<file path="config.mk">
export PLATFORM = sky130hd
export DESIGN_NAME = rmw_store_unit
export DESIGN_NICKNAME = d
export VERILOG_FILES = /design/src/rtl/rmw_store_pkg.sv /design/src/rtl/store_lane_merge.sv /design/src/rtl/rmw_store_unit.sv
export SDC_FILE = /design/constraint.sdc
export NUM_CORES = 1
export LEC_CHECK = 0
export CAP_MARGIN = 25
export CORE_MARGIN = 2
export CORE_UTILIZATION = 50
export DETAILED_ROUTE_END_ITERATION = 16
export DONT_BUFFER_PORTS = 1
export SYNTH_ARGS = -nofsm -noshare
export SYNTH_HDL_FRONTEND = slang
export SYNTH_HIERARCHICAL = 1
export SYNTH_SLANG_ARGS = --single-unit
</file>
<file path="constraint.sdc">
create_clock -name clk -period 8.31 [get_ports clk]
set_input_delay 1.662 -clock clk [delete_from_list [all_inputs] [get_ports clk]]
set_output_delay 1.662 -clock clk [all_outputs]
set_load 0.005 [all_outputs]
</file>
<file path="src/rtl/rmw_store_pkg.sv">
// Shared types for the read-modify-write store unit: store-type codes, FSM states
// and the payload-size helper.
package rmw_store_pkg;

   localparam logic [1:0] ST_SB = 2'd0;
   localparam logic [1:0] ST_SH = 2'd1;
   localparam logic [1:0] ST_SW = 2'd2;
   localparam logic [1:0] ST_SD = 2'd3;

   typedef enum logic [2:0] {
      IDLE,
      RD,
      MRG,
      WR,
      FLT
   } state_t;

   // Payload size in bytes for each store type.
   function automatic logic [3:0] store_size(input logic [1:0] st_type);
      logic [3:0] sz;
      case (st_type)
         ST_SB:   sz = 4'd1;
         ST_SH:   sz = 4'd2;
         ST_SW:   sz = 4'd4;
         default: sz = 4'd8;
      endcase
      return sz;
   endfunction

endpackage

</file>
<file path="src/rtl/store_lane_merge.sv">
// Combinational lane logic: byte enables, lane-shifted store data merged over the
// read word, and the alignment check for the given store type and byte offset.
module store_lane_merge
   import rmw_store_pkg::*;
#(
   parameter  int DATA_W = 32,
   localparam int BYTES  = DATA_W / 8,
   localparam int OFF_W  = $clog2(BYTES)
) (
   input  logic [1:0]        st_type,
   input  logic [OFF_W-1:0]  off,
   input  logic [DATA_W-1:0] data,
   input  logic [DATA_W-1:0] rd_word,
   output logic [BYTES-1:0]  be,
   output logic [DATA_W-1:0] merged,
   output logic              misalign
);

   logic [15:0]       mask;
   logic [15:0]       be_wide;
   logic [DATA_W-1:0] shifted;

   always_comb begin
      mask    = (16'd1 << store_size(st_type)) - 16'd1;
      be_wide = mask << off;
      shifted = data << {off, 3'b000};
   end

   assign be = be_wide[BYTES-1:0];

   for (genvar i = 0; i < BYTES; i++) begin : g_lane
      assign merged[8*i +: 8] = be[i] ? shifted[8*i +: 8] : rd_word[8*i +: 8];
   end

   // SD can never be aligned on a 32-bit word.
   always_comb begin
      misalign = 1'b0;
      case (st_type)
         ST_SH:   misalign = off[0];
         ST_SW:   misalign = |off[1:0];
         ST_SD:   misalign = (DATA_W == 32) || (|off);
         default: misalign = 1'b0;
      endcase
   end

endmodule

</file>
<file path="src/rtl/rmw_store_unit.sv">
// Store engine between MEM and a word-wide synchronous memory: full-width stores
// write directly, sub-word stores read, merge and write back the containing word.
module rmw_store_unit
   import rmw_store_pkg::*;
#(
   parameter  int DATA_W  = 32,
   parameter  int ADDR_W  = 32,
   localparam int BYTES   = DATA_W / 8,
   localparam int OFF_W   = $clog2(BYTES),
   localparam int WADDR_W = ADDR_W - OFF_W
) (
   input  logic               clk,
   input  logic               rst_n,
   input  logic               req_valid,
   output logic               req_ready,
   input  logic [ADDR_W-1:0]  req_addr,
   input  logic [DATA_W-1:0]  req_data,
   input  logic [1:0]         req_type,
   output logic               busy,
   output logic               mem_rd_en,
   output logic [WADDR_W-1:0] mem_rd_addr,
   input  logic [DATA_W-1:0]  mem_rd_data,
   output logic               mem_wr_en,
   output logic [WADDR_W-1:0] mem_wr_addr,
   output logic [DATA_W-1:0]  mem_wr_data,
   output logic [BYTES-1:0]   mem_wr_be,
   output logic               done,
   output logic               fault
);

   if (DATA_W != 32 && DATA_W != 64) begin : g_bad_width
      $error("rmw_store_unit: DATA_W must be 32 or 64");
   end

   state_t state, nxt;

   logic [ADDR_W-1:0] addr_q;
   logic [DATA_W-1:0] data_q;
   logic [1:0]        type_q;
   logic [BYTES-1:0]  be_q;
   logic [DATA_W-1:0] wdata_q;

   logic              idle;
   logic              accept;
   logic              full;
   logic [1:0]        m_type;
   logic [OFF_W-1:0]  m_off;
   logic [DATA_W-1:0] m_data;
   logic [BYTES-1:0]  be;
   logic [DATA_W-1:0] merged;
   logic              misalign;

   assign idle   = (state == IDLE);
   assign accept = req_valid && idle;
   assign full   = (int'(store_size(req_type)) == BYTES);

   // The lane logic sees the live request while idle (to classify it at accept)
   // and the latched request afterwards (to build the merged word in MRG).
   assign m_type = idle ? req_type                : type_q;
   assign m_off  = idle ? req_addr[OFF_W-1:0]     : addr_q[OFF_W-1:0];
   assign m_data = idle ? req_data                : data_q;

   store_lane_merge #(.DATA_W(DATA_W)) u_merge (
      .st_type  (m_type),
      .off      (m_off),
      .data     (m_data),
      .rd_word  (mem_rd_data),
      .be       (be),
      .merged   (merged),
      .misalign (misalign)
   );

   always_ff @(posedge clk or negedge rst_n) begin
      if (!rst_n) state <= IDLE;
      else        state <= nxt;
   end

   always_comb begin
      nxt = state;
      case (state)
         IDLE: if (accept) nxt = misalign ? FLT : (full ? WR : RD);
         RD:   nxt = MRG;
         MRG:  nxt = WR;
         WR:   nxt = IDLE;
         FLT:  nxt = IDLE;
         default: nxt = IDLE;
      endcase
   end

   // Full-width stores write req_data as-is; sub-word stores overwrite it in MRG.
   always_ff @(posedge clk or negedge rst_n) begin
      if (!rst_n) begin
         addr_q  <= '0;
         data_q  <= '0;
         type_q  <= '0;
         be_q    <= '0;
         wdata_q <= '0;
      end else if (accept) begin
         addr_q  <= req_addr;
         data_q  <= req_data;
         type_q  <= req_type;
         be_q    <= be;
         wdata_q <= req_data;
      end else if (state == MRG) begin
         wdata_q <= merged;
      end
   end

   always_comb begin
      req_ready   = idle;
      busy        = !idle;
      mem_rd_en   = 1'b0;
      mem_rd_addr = '0;
      mem_wr_en   = 1'b0;
      mem_wr_addr = '0;
      mem_wr_data = '0;
      mem_wr_be   = '0;
      done        = 1'b0;
      fault       = 1'b0;
      case (state)
         RD: begin
            mem_rd_en   = 1'b1;
            mem_rd_addr = addr_q[ADDR_W-1:OFF_W];
         end
         WR: begin
            mem_wr_en   = 1'b1;
            mem_wr_addr = addr_q[ADDR_W-1:OFF_W];
            mem_wr_data = wdata_q;
            mem_wr_be   = be_q;
            done        = 1'b1;
         end
         FLT: fault = 1'b1;
         default: ;
      endcase
   end

endmodule

</file>
==> impl_results.md, run 1 <==
- Status: finished, final reports clean
- Yosys top cell area share: 0.433
- Critical path capture point type: flip-flop
- Avg Cell Area, Syn: 12.1 um^2
- Pin count of the biggest net entering global routing: between 100 and 150
- Post-Syn Nets: approximately 600
- Ranking of synthesized cells by area: dfrtp_1 43%, mux2_2 20%, and2_1 13%
- Root buffer cell: clkbuf_16
- Worst Hold Class: flip-flop to flip-flop
- # DRC: 0
- Nets: between 500 and 600
- Flip-flop and latch area: between 2000 and 3000 um^2
- Die H: around 110 um
- Num CTS Buffers: 9
- Combinational Power Share: 0.534
- GR Overflow Total: 0
- Total wire length: between 10000 and 15000 um
- Worst slack, placed: between 4 and 5 ns
- Crit path max fanout: 31
- Slew Limit Fails: 0
- Global-route wire length before repair: around 23000 um
- Placed Area: just over 6000 um^2
- Flops & latches, synth: 105
- Clock slew at reported path FFs: 0.07 ns
- RD Place Congestion: ~0.8
- Most numerous cell in the Yosys netlist: and2_1
- Slew HR: 0.331
- Number of port buffers: 0
- Ys Warns: 6
- Fin crit share: 0.498
- Synth Flop Type: dfrtp_1
- PD cells: approximately 470 nW/um^2
- CP Launch Type: flip-flop
- Final setup fails: 0
- CTS tree: built
- Minimum clock period: ~4.1 ns
- RSZ-0062 raised after global routing: no
- Clk_lat worst skew: around 0.35 ns
- Fmax: about 0.24 GHz
- Die area: between 10000 and 15000 um^2
- Sequential-to-total area share from yosys stat: 0.433
- Post_cts resized: 0
- Initial DRC Count: 250
- Number of diodes: 0
- DR vias: about 3900
- Int Power: 1.91 mW
- Post-Syn Instances: slightly above 500
- EDFF count, synth: 0
- Multi-input logic area: around 3200 um^2
- Flop pwr share: 0.303
- Placed insts: between 600 and 700
- Setup Fix Bufs, Post-CTS: 0
- Via density: slightly above 6
- Max-cap check violation count: 0
- Core area: 11900 um^2
- Antenna-violating nets left: 0
- Most common library cells after synthesis: 127 x and2_1, 106 x mux2_2, 105 x dfrtp_1
- Share of layout cells above drive strength 1: 0.305
- Max Root-Sink Buffers: 2
- Layout area overhead: 6.52%
- Vias in the first global route: 3938
- Async set or reset register ratio after synthesis: 1.00
- Final hold violation count: 0
- Post-synth cell types: 33
- Sw Share: 0.369
- Worst Tran Pin Value: about 1.0 ns
- IO Count: 203
- Crit Path Class: flip-flop to flip-flop
- GRT Overall Usage: 0.229
- Die width: around 110 um
- Starting density of the core: 0.509
- CTS Hold Bufs: 0
- Rows: 40
- Cell accounting for the most synthesized area: dfrtp_1
- H-tree depth: 3
- Setup WS post-layout: about 4.2 ns
- DR WL/cell: about 23 um
- Final Instance Count excl. Fillers: 635
- Initial antenna violation count: 0
- Fin Clk Skew: 0.00822 ns
- Setup_tns: 0 ns
- Critical path required time: around 8.5 ns
- Clk pwr share: 0.162
- Core Util, Final: 0.542
- Switch Pwr: around 1.1 mW
- Detailed-placement wirelength estimate: approximately 9800 um
- Pre-antenna DRT Iters: 4
- VDD IR max: around 180 uV
- Fill count: approximately 1000
- Design area: around 6500 um^2
- Cell Area, Synth: a little over 6000 um^2
- Leakage Power: around 2.9 nW
- # clock sinks: approximately 110
- Arr. time, crit path: between 4 and 5 ns
==> final timing paths <==
kind	start	to	slack [ns]	cells after the start
setup / recovery	state[1]	wdata_q[20]	4.17	7
hold / removal	wdata_q[31]	wdata_q[31]	0.47	1
setup reg to reg	state[1]	wdata_q[20]	4.17	7
hold reg to reg	wdata_q[31]	wdata_q[31]	0.47	1
max in group asynchronous	rst_n	wdata_q[31]	7.11	0
min in group asynchronous	rst_n	addr_q[29]	1.01	0
==> power by group through the flow <==
| stage | logic (mW) | clock network (mW) | registers [mW] |
|---|---|---|---|
| 6_report | 1.62 | 0.491 | 0.918 |
| 5_1_grt | 1.76 | 0.525 | 0.951 |
| 4_1_cts | 1.62 | 0.506 | 0.920 |
| 3_5_place_dp | 1.61 | 0 | 0.926 |
| 3_3_place_gp | 1.58 | 0 | 0.913 |
| 2_1_floorplan | 1.37 | 0 | 0.859 |
==> placed cells by master, fill, tap and decap left out, types with 2 or more instances in the layout <==
| cell type | instances |
|---|---|
| and2_1 | 127 |
| o2bb2ai_1 | 8 |
| a21o_1 | 32 |
| a211oi_1 | 2 |
| a221o_1 | 31 |
| nor3b_2 | 2 |
| bufinv_16 | 3 |
| inv_1 | 3 |
| nor3_1 | 2 |
| mux2_1 | 9 |
| nor2b_1 | 2 |
| mux4_2 | 8 |
| nor2_4 | 2 |
| nor2_1 | 2 |
| mux2_2 | 106 |
| mux2i_1 | 8 |
| clkbuf_16 | 9 |
| buf_4 | 7 |
| dfrtp_1 | 105 |
==> kinds of logic (layout without fill, tap and decap cells) <==
logic type             count (synthesis)  after routing  share of synthesized area
and+or+nand+nor                      145            145                      0.155
muxes                                131            131                      0.257
DFF                                  105            105                      0.433
AOI/OAI and AO/OA                     79             79                      0.113
buffers and inverters                 43             28                     0.0413
==> cell type report <==
class,count,share of cell area
multi-input combinational,355,0.496
tap,147,0.0285
timing repair buffer,9,0.0130
sequential,105,0.407
clock inverter,5,0.0159
inverter,3,0.00174
clock buffer,11,0.0376
==> worst max-delay path, stage by stage, from the launching register on <==
cell,delay [ns]
dfrtp_1,0.53
nor3_4,0.88
buf_4,0.45
mux2_2,0.83
a211oi_1,0.25
a21oi_4,0.35
mux2_2,0.39
a221o_1,0.32
==> registers in the layout, summed over array words and instances (netlist names) <==
signal   flops
state        3
type_q       2
be_q         4
data_q      32
addr_q      32
wdata_q     32
==> metal layers <==
layer  GRT usage  vias up  routed length [um]
met5           0        -                   0
li1            -     1777                   -
met3      0.0662       15                1090
met4      0.0797        0                 225
met1       0.327     1956                6970
met2       0.333      138                6530
==> through the flow <==
stage	hold WS [ns]	power (mW)
after floorplan	0.441	2.23
after global placement	0.453	2.49
after detailed placement	0.459	2.53
after CTS	0.476	3.04
after global routing	0.487	3.24
final	0.469	3.03
No activity file was read; power rests on OpenSTA's default activity.
==> run 2, diff against run 1 <==
PLACE_DENSITY = 0.68   (was unset)
clock period = 3.4 ns   (was 8.31 ns; I/O delays follow)
==> run 2 against run 1 <==
Count of clock-buffer cells in the layout unchanged; sequential power grew 150%; first-iteration DRC count increased by 8.8%; via count is 1.3% higher; largest cell class unchanged; critical path depth decreased by 1; sequential share of layout area grew 0.13 points; critical path type unchanged; hold slack got worse by 0.44 ns; die area unchanged; wire length fell by 0.93%; fmax increased by 44%; critical endpoint is now wdata_q[27]; non-clock buffer count is 4 higher.
==> impl_results.md, run 2 (synthesis gave the netlist of run 1 again) <==
- Global-route wire length before repair: 23000 um (+1.3%)
- Delay-heaviest family, CP: multiplexers
- CP max-delay cell: dfrtp_1
- Status: finished, final reports clean
- Vias in the first global route: 4080 (+3.6%)
- Number of port buffers: 0 (unchanged)
- Nets: 588 (+0.68%)
- CP Launch Type: flip-flop
- Layout area overhead: 6.19%
- CP cell instances: nor3_4 > mux2_2 > buf_12 > mux4_2 > mux2_2 > a221o_1
- Critical path required time: 3.63 ns (-4.91 ns)
- Most common cell after layout, fill and taps aside: and2_1
- Root buffer cell: clkbuf_16
- IO Count: 203 (unchanged)
- Slew Limit Fails: 0 (unchanged)
- Core area: 11900 um^2 (unchanged)
- CTS Hold Bufs: 0 (unchanged)
- Num CTS Buffers: 9 (unchanged)
- Final setup fails: 0 (unchanged)
- Share of layout cells above drive strength 1: 0.311 (+0.00565)
- GR Overflow Total: 0 (unchanged)
- Initial antenna violation count: 0 (unchanged)
- Commonest non-fill, non-tap cells in the layout: 127 x and2_1, 106 x mux2_2, 105 x dfrtp_1
- Worst path bufs/invs: 1 (unchanged)
- H-tree depth: 3 (unchanged)
- DR vias: 3935 (+1.3%)
- Crit path max fanout: 18 (-42%)
- Critical path capture point type: flip-flop
- Post_cts resized: 0 (unchanged)
- PD cells: 1120 nW/um^2 (+140%)
- Pin count of the biggest net entering global routing: 106 (unchanged)
- Minimum clock period: 2.88 ns (-1.26 ns)
- Clk_lat worst skew: 0.34 ns (about the same)
- Max Root-Sink Buffers: 2 (unchanged)
- # DRC: 0 (unchanged)
- Biggest regs: addr_q: 32 flops, data_q: 32 flops, wdata_q: 32 flops
- VDD IR max: 561 uV (+210%)
- # clock sinks: 105 (unchanged)
- Leakage Power: 2.89 nW (-0.12%)
- Initial DRC Count: 272 (+8.8%)
- Total wire length: 14700 um (-0.93%)
- Setup_tns: 0 ns (unchanged)
- Setup Fix Bufs, Post-CTS: 0 (unchanged)
- RD Place Congestion: 0.851 (+4.7%)
- Worst Tran Pin Value: 0.951 ns (-0.0490 ns)
- Number of diodes: 0 (unchanged)
- GRT Overall Usage: 0.228 (-0.000364)
- Via density: 6.16 (+0.63%)
- Arr. time, crit path: 3.11 ns (-1.25 ns)
- Max-cap check violation count: 0 (unchanged)
- Fill count: 1043 (-0.29%)
- Slew HR: 0.366 (+0.0348)
- Cell mode on critical path: mux2_2
- Worst Hold Class: input port to async pin
- Fin Clk Skew: 0.00342 ns (-0.00480 ns)
- RSZ-0062 raised after global routing: no
- Hold_ws: 0.0249 ns (-0.444 ns)
- Crit Path Class: flip-flop to flip-flop
- Die H: 114 um (unchanged)
- Antenna-violating nets left: 0 (unchanged)
- Rows: 40 (unchanged)
- DR WL/cell: 23.0 um (-1.6%)
- Die area: 13000 um^2 (unchanged)
- Final hold violation count: 0 (unchanged)
- Detailed-placement wirelength estimate: 10200 um (+4.1%)
- Worst stage delay on the critical path: 0.53 ns (-0.35 ns)
- CTS tree: built
- Fmax: 0.347 GHz (+44%)
- Pre-antenna DRT Iters: 4 (unchanged)
- Clock slew at reported path FFs: 0.07 ns (about the same)
- Die width: 114 um (unchanged)
- Fin crit share: 0.847 (+0.349)
- Starting density of the core: 0.509 (unchanged)
run 2: area by class of cell:
type | instances | area [um^2] | area share
timing repair buffer | 13 | 135 | 0.0210
tap | 147 | 184 | 0.0286
clock inverter | 5 | 31.3 | 0.00486
inverter | 3 | 11.3 | 0.00175
sequential | 105 | 2630 | 0.408
clock buffer | 11 | 243 | 0.0377
multi-input combinational | 355 | 3210 | 0.498
run 2: final timing paths:
kind                               from     endpoint  slack, ns  depth (start not counted)
max                            state[1]  wdata_q[27]       0.52                          6
min                               rst_n   addr_q[24]       0.02                          0
max reg2reg                    state[1]  wdata_q[27]       0.52                          6
min reg2reg                  data_q[18]   data_q[18]       0.47                          1
max in group asynchronous         rst_n    data_q[6]       3.23                          0
min in group clk           req_addr[14]   addr_q[14]       0.47                          1
run 2: report_power, final:
part,leakage (nW),switching [mW],internal (mW)
logic,1.47,1.87,2.12
registers,1.28,0.381,1.87
clock network,0.135,0.457,0.515
total,2.89,2.71,4.51
run 2: metrics by stage:
step	power, mW	utilization	setup slack [ns]	area [um^2]	cells
floorplan	5.45	-	0.776	6060	503
global placement	6.15	0.517	0.578	6160	623
detailed placement	6.28	0.517	0.529	6160	623
CTS	7.27	0.540	0.512	6440	639
global route	7.74	0.540	0.368	6440	639
finish	7.22	0.540	0.522	6440	639
run 2: worst reg2reg max path, delay by kind of cell (launching register included):
| family | cells | cell delay [ns] |
|---|---|---|
| compound gates | 1 | 0.31 |
| buf+inv | 1 | 0.23 |
| flops | 1 | 0.53 |
| mux | 3 | 1.28 |
| simple gates | 1 | 0.40 |
run 2: routing by layer:
metal  global-route usage  share of wire  vias to the layer above
met2                0.352           0.47                      143
met3               0.0535          0.069                       18
met4               0.0797          0.016                        0
met5                    0              0                        -
met1                0.319           0.45                     1992
li1                     -              -                     1782
==> run 3, diff against run 2 <==
PLACE_DENSITY = unset   (was 0.68)
clock period = 2.95 ns   (was 3.4 ns; I/O delays follow)
==> run 3 against run 2 <==
The run now ends with negative hold slack left; sequential share of layout area shrank 0.23 points; clock power grew 26%; non-clock buffer count grew 3; die area is the same; via count grew 1.1%; hold slack lost 0.093 ns; wire length grew 3.0%; register-to-register slack lost 0.37 ns; critical path type unchanged.
==> impl_results.md, run 3 (synthesis gave the netlist of run 1 again) <==
- Worst path bufs/invs: 1 (unchanged)
- Max-cap check violation count: 0 (unchanged)
- Final hold violation count: 105 (+105)
- Hold_ws: -0.0682 ns (-0.0931 ns)
- Antenna-violating nets left: 0 (unchanged)
- Multi-input logic area: 3210 um^2 (unchanged)
- Pin count of the biggest net entering global routing: 106 (unchanged)
- Vias in the first global route: 4071 (-0.22%)
- Pre-antenna DRT Iters: 4 (unchanged)
- Num CTS Buffers: 9 (unchanged)
- Worst R2R End: wdata_q[29]
- Rows: 40 (unchanged)
- Core area: 11900 um^2 (unchanged)
- Delay-heaviest family, CP: multiplexers
- DR vias: 3979 (+1.1%)
- FF-to-FF Start: state[1]
- Critical path capture point type: flip-flop
- Worst Hold Class: input port to async pin
- Crit path max fanout: 21 (+3)
- Arr. time, crit path: 3.03 ns (-0.08 ns)
- R2R Setup Slk: 0.15 ns (-0.37 ns)
- Starting density of the core: 0.509 (unchanged)
- Cell mode on critical path: mux2_2
- Number of port buffers: 0 (unchanged)
- Failing checks: negative hold slack
- Layout area overhead: 6.79%
- Minimum clock period: 2.80 ns (-0.0772 ns)
- Slew Limit Fails: 0 (unchanged)
- Worst slack, placed: 0.148 ns (-0.381 ns)
- Worst stage delay on the critical path: 0.60 ns (+0.07 ns)
- CTS tree: built
- Initial DRC Count: 249 (-8.5%)
- VDD IR max: 449 uV (-20%)
- Nets: 591 (+0.51%)
- RSZ-0062 raised after global routing: no
- Total wire length: 15100 um (+3.0%)
- Commonest non-fill, non-tap cells in the layout: 127 x and2_1, 106 x mux2_2, 105 x dfrtp_1
- Status: complete, but fails checks
- RD Place Congestion: 0.787 (-7.5%)
- Fin crit share: 0.950 (+0.103)
- Leakage Power: 2.91 nW (+0.58%)
- Initial antenna violation count: 1 (+1)
- Most common cell after layout, fill and taps aside: and2_1
- Fin Clk Skew: 0.00695 ns (+0.00353 ns)
- Worst Tran Pin Value: 0.700 ns (-0.251 ns)
- IO Count: 203 (unchanged)
- Worst R2R Path Depth: 6 (unchanged)
- Die width: 114 um (unchanged)
- Via density: 6.19 (+0.49%)
- Slew HR: 0.532 (+0.167)
- # DRC: 0 (unchanged)
- Setup WS post-layout: 0.149 ns (-0.373 ns)
- Fill count: 1050 (+0.67%)
- Die area: 13000 um^2 (unchanged)
- DR WL/cell: 23.5 um (+2.4%)
- Die H: 114 um (unchanged)
- Setup Fix Bufs, Post-CTS: 0 (unchanged)
- Clk_lat worst skew: 0.35 ns (about the same)
- CP Launch Type: flip-flop
- Biggest regs: addr_q: 32 flops, data_q: 32 flops, wdata_q: 32 flops
- Detailed-placement wirelength estimate: 10300 um (+0.94%)
- CP max-delay cell: mux2_2
- PD cells: 1310 nW/um^2 (+17%)
- CP cell instances: nor3_4 > mux2_2 > buf_4 > mux4_2 > mux2_2 > a221o_1
- Global-route wire length before repair: 23700 um (+3.2%)
- Flip-flop and latch area: 2630 um^2 (unchanged)
- Fmax: 0.357 GHz (+2.8%)
- Share of layout cells above drive strength 1: 0.315 (+0.00418)
- Crit Path Class: flip-flop to flip-flop
- Final setup fails: 0 (unchanged)
- Critical path required time: 3.18 ns (-0.45 ns)
- Post_cts resized: 0 (unchanged)
- # clock sinks: 105 (unchanged)
- Setup_tns: 0 ns (unchanged)
- GR Overflow Total: 0 (unchanged)
- H-tree depth: 3 (unchanged)
- Root buffer cell: clkbuf_16
- GRT Overall Usage: 0.240 (+0.0118)
- Clock slew at reported path FFs: 0.07 ns (about the same)
- Max Root-Sink Buffers: 2 (unchanged)
-- run 3: changes by cell type in the layout (fill, tap and decap cells not counted) --
cell | before | now
buf_12 | 3 | 2
buf_4 | 10 | 14
bufinv_16 | 0 | 1
clkinv_2 | 3 | 2
diode_2 | 0 | 1
clkinvlp_4 | 1 | 2
clkinv_4 | 1 | 0
-- run 3: layer usage --
metal  vias to the layer above  share of wire  GRT usage
li1                       1799              -          -
met1                      2004           0.45      0.348
met2                       160           0.44      0.348
met3                        16          0.086     0.0678
met4                         0          0.019     0.0805
met5                         -              0          0
-- run 3: cell type report --
| cell class | instances | share of cell area |
|---|---|---|
| diodes | 1 | 0.000387 |
| inverters | 3 | 0.00174 |
| clock inverters | 5 | 0.00850 |
| multi-input cells | 355 | 0.495 |
| clock buffers | 11 | 0.0375 |
| flip-flops and latches | 105 | 0.406 |
| well taps | 147 | 0.0284 |
| repair buffers | 16 | 0.0224 |
-- run 3: power by group --
part           switching (mW)  internal [mW]
clock network           0.536          0.679
registers               0.378           2.16
logic                    2.27           2.45
total                    3.18           5.29
-- run 3: worst reg2reg max path, cell delays in order (launching register included) --
cell and delay (ns):
dfrtp_1 0.41, nor3_4 0.28, mux2_2 0.60, buf_4 0.30, mux4_2 0.52, mux2_2 0.28, a221o_1 0.31
-- run 3: worst max path at each step --
stage              from           to  slack, ns  cells past startpoint
4_1_cts        state[1]  wdata_q[24]       0.13                      6
5_1_grt        state[1]  wdata_q[24]       0.04                      6
6_report       state[1]  wdata_q[29]       0.15                      6
3_3_place_gp   state[1]  wdata_q[29]       0.19                      6
3_5_place_dp   state[1]  wdata_q[24]       0.15                      6
2_1_floorplan  state[1]     state[1]       0.33                     11
-- run 3: through the flow --
step	hold slack [ns]	instances	area (um^2)	utilization	power, mW
4_1_cts	-0.0832	642	6470	0.543	8.56
6_report	-0.0682	643	6470	0.543	8.47
2_1_floorplan	0.294	503	6060	-	6.28
5_1_grt	-0.0858	643	6470	0.543	9.08
3_5_place_dp	0.297	626	6170	0.518	7.31
3_3_place_gp	0.297	626	6170	0.518	7.20
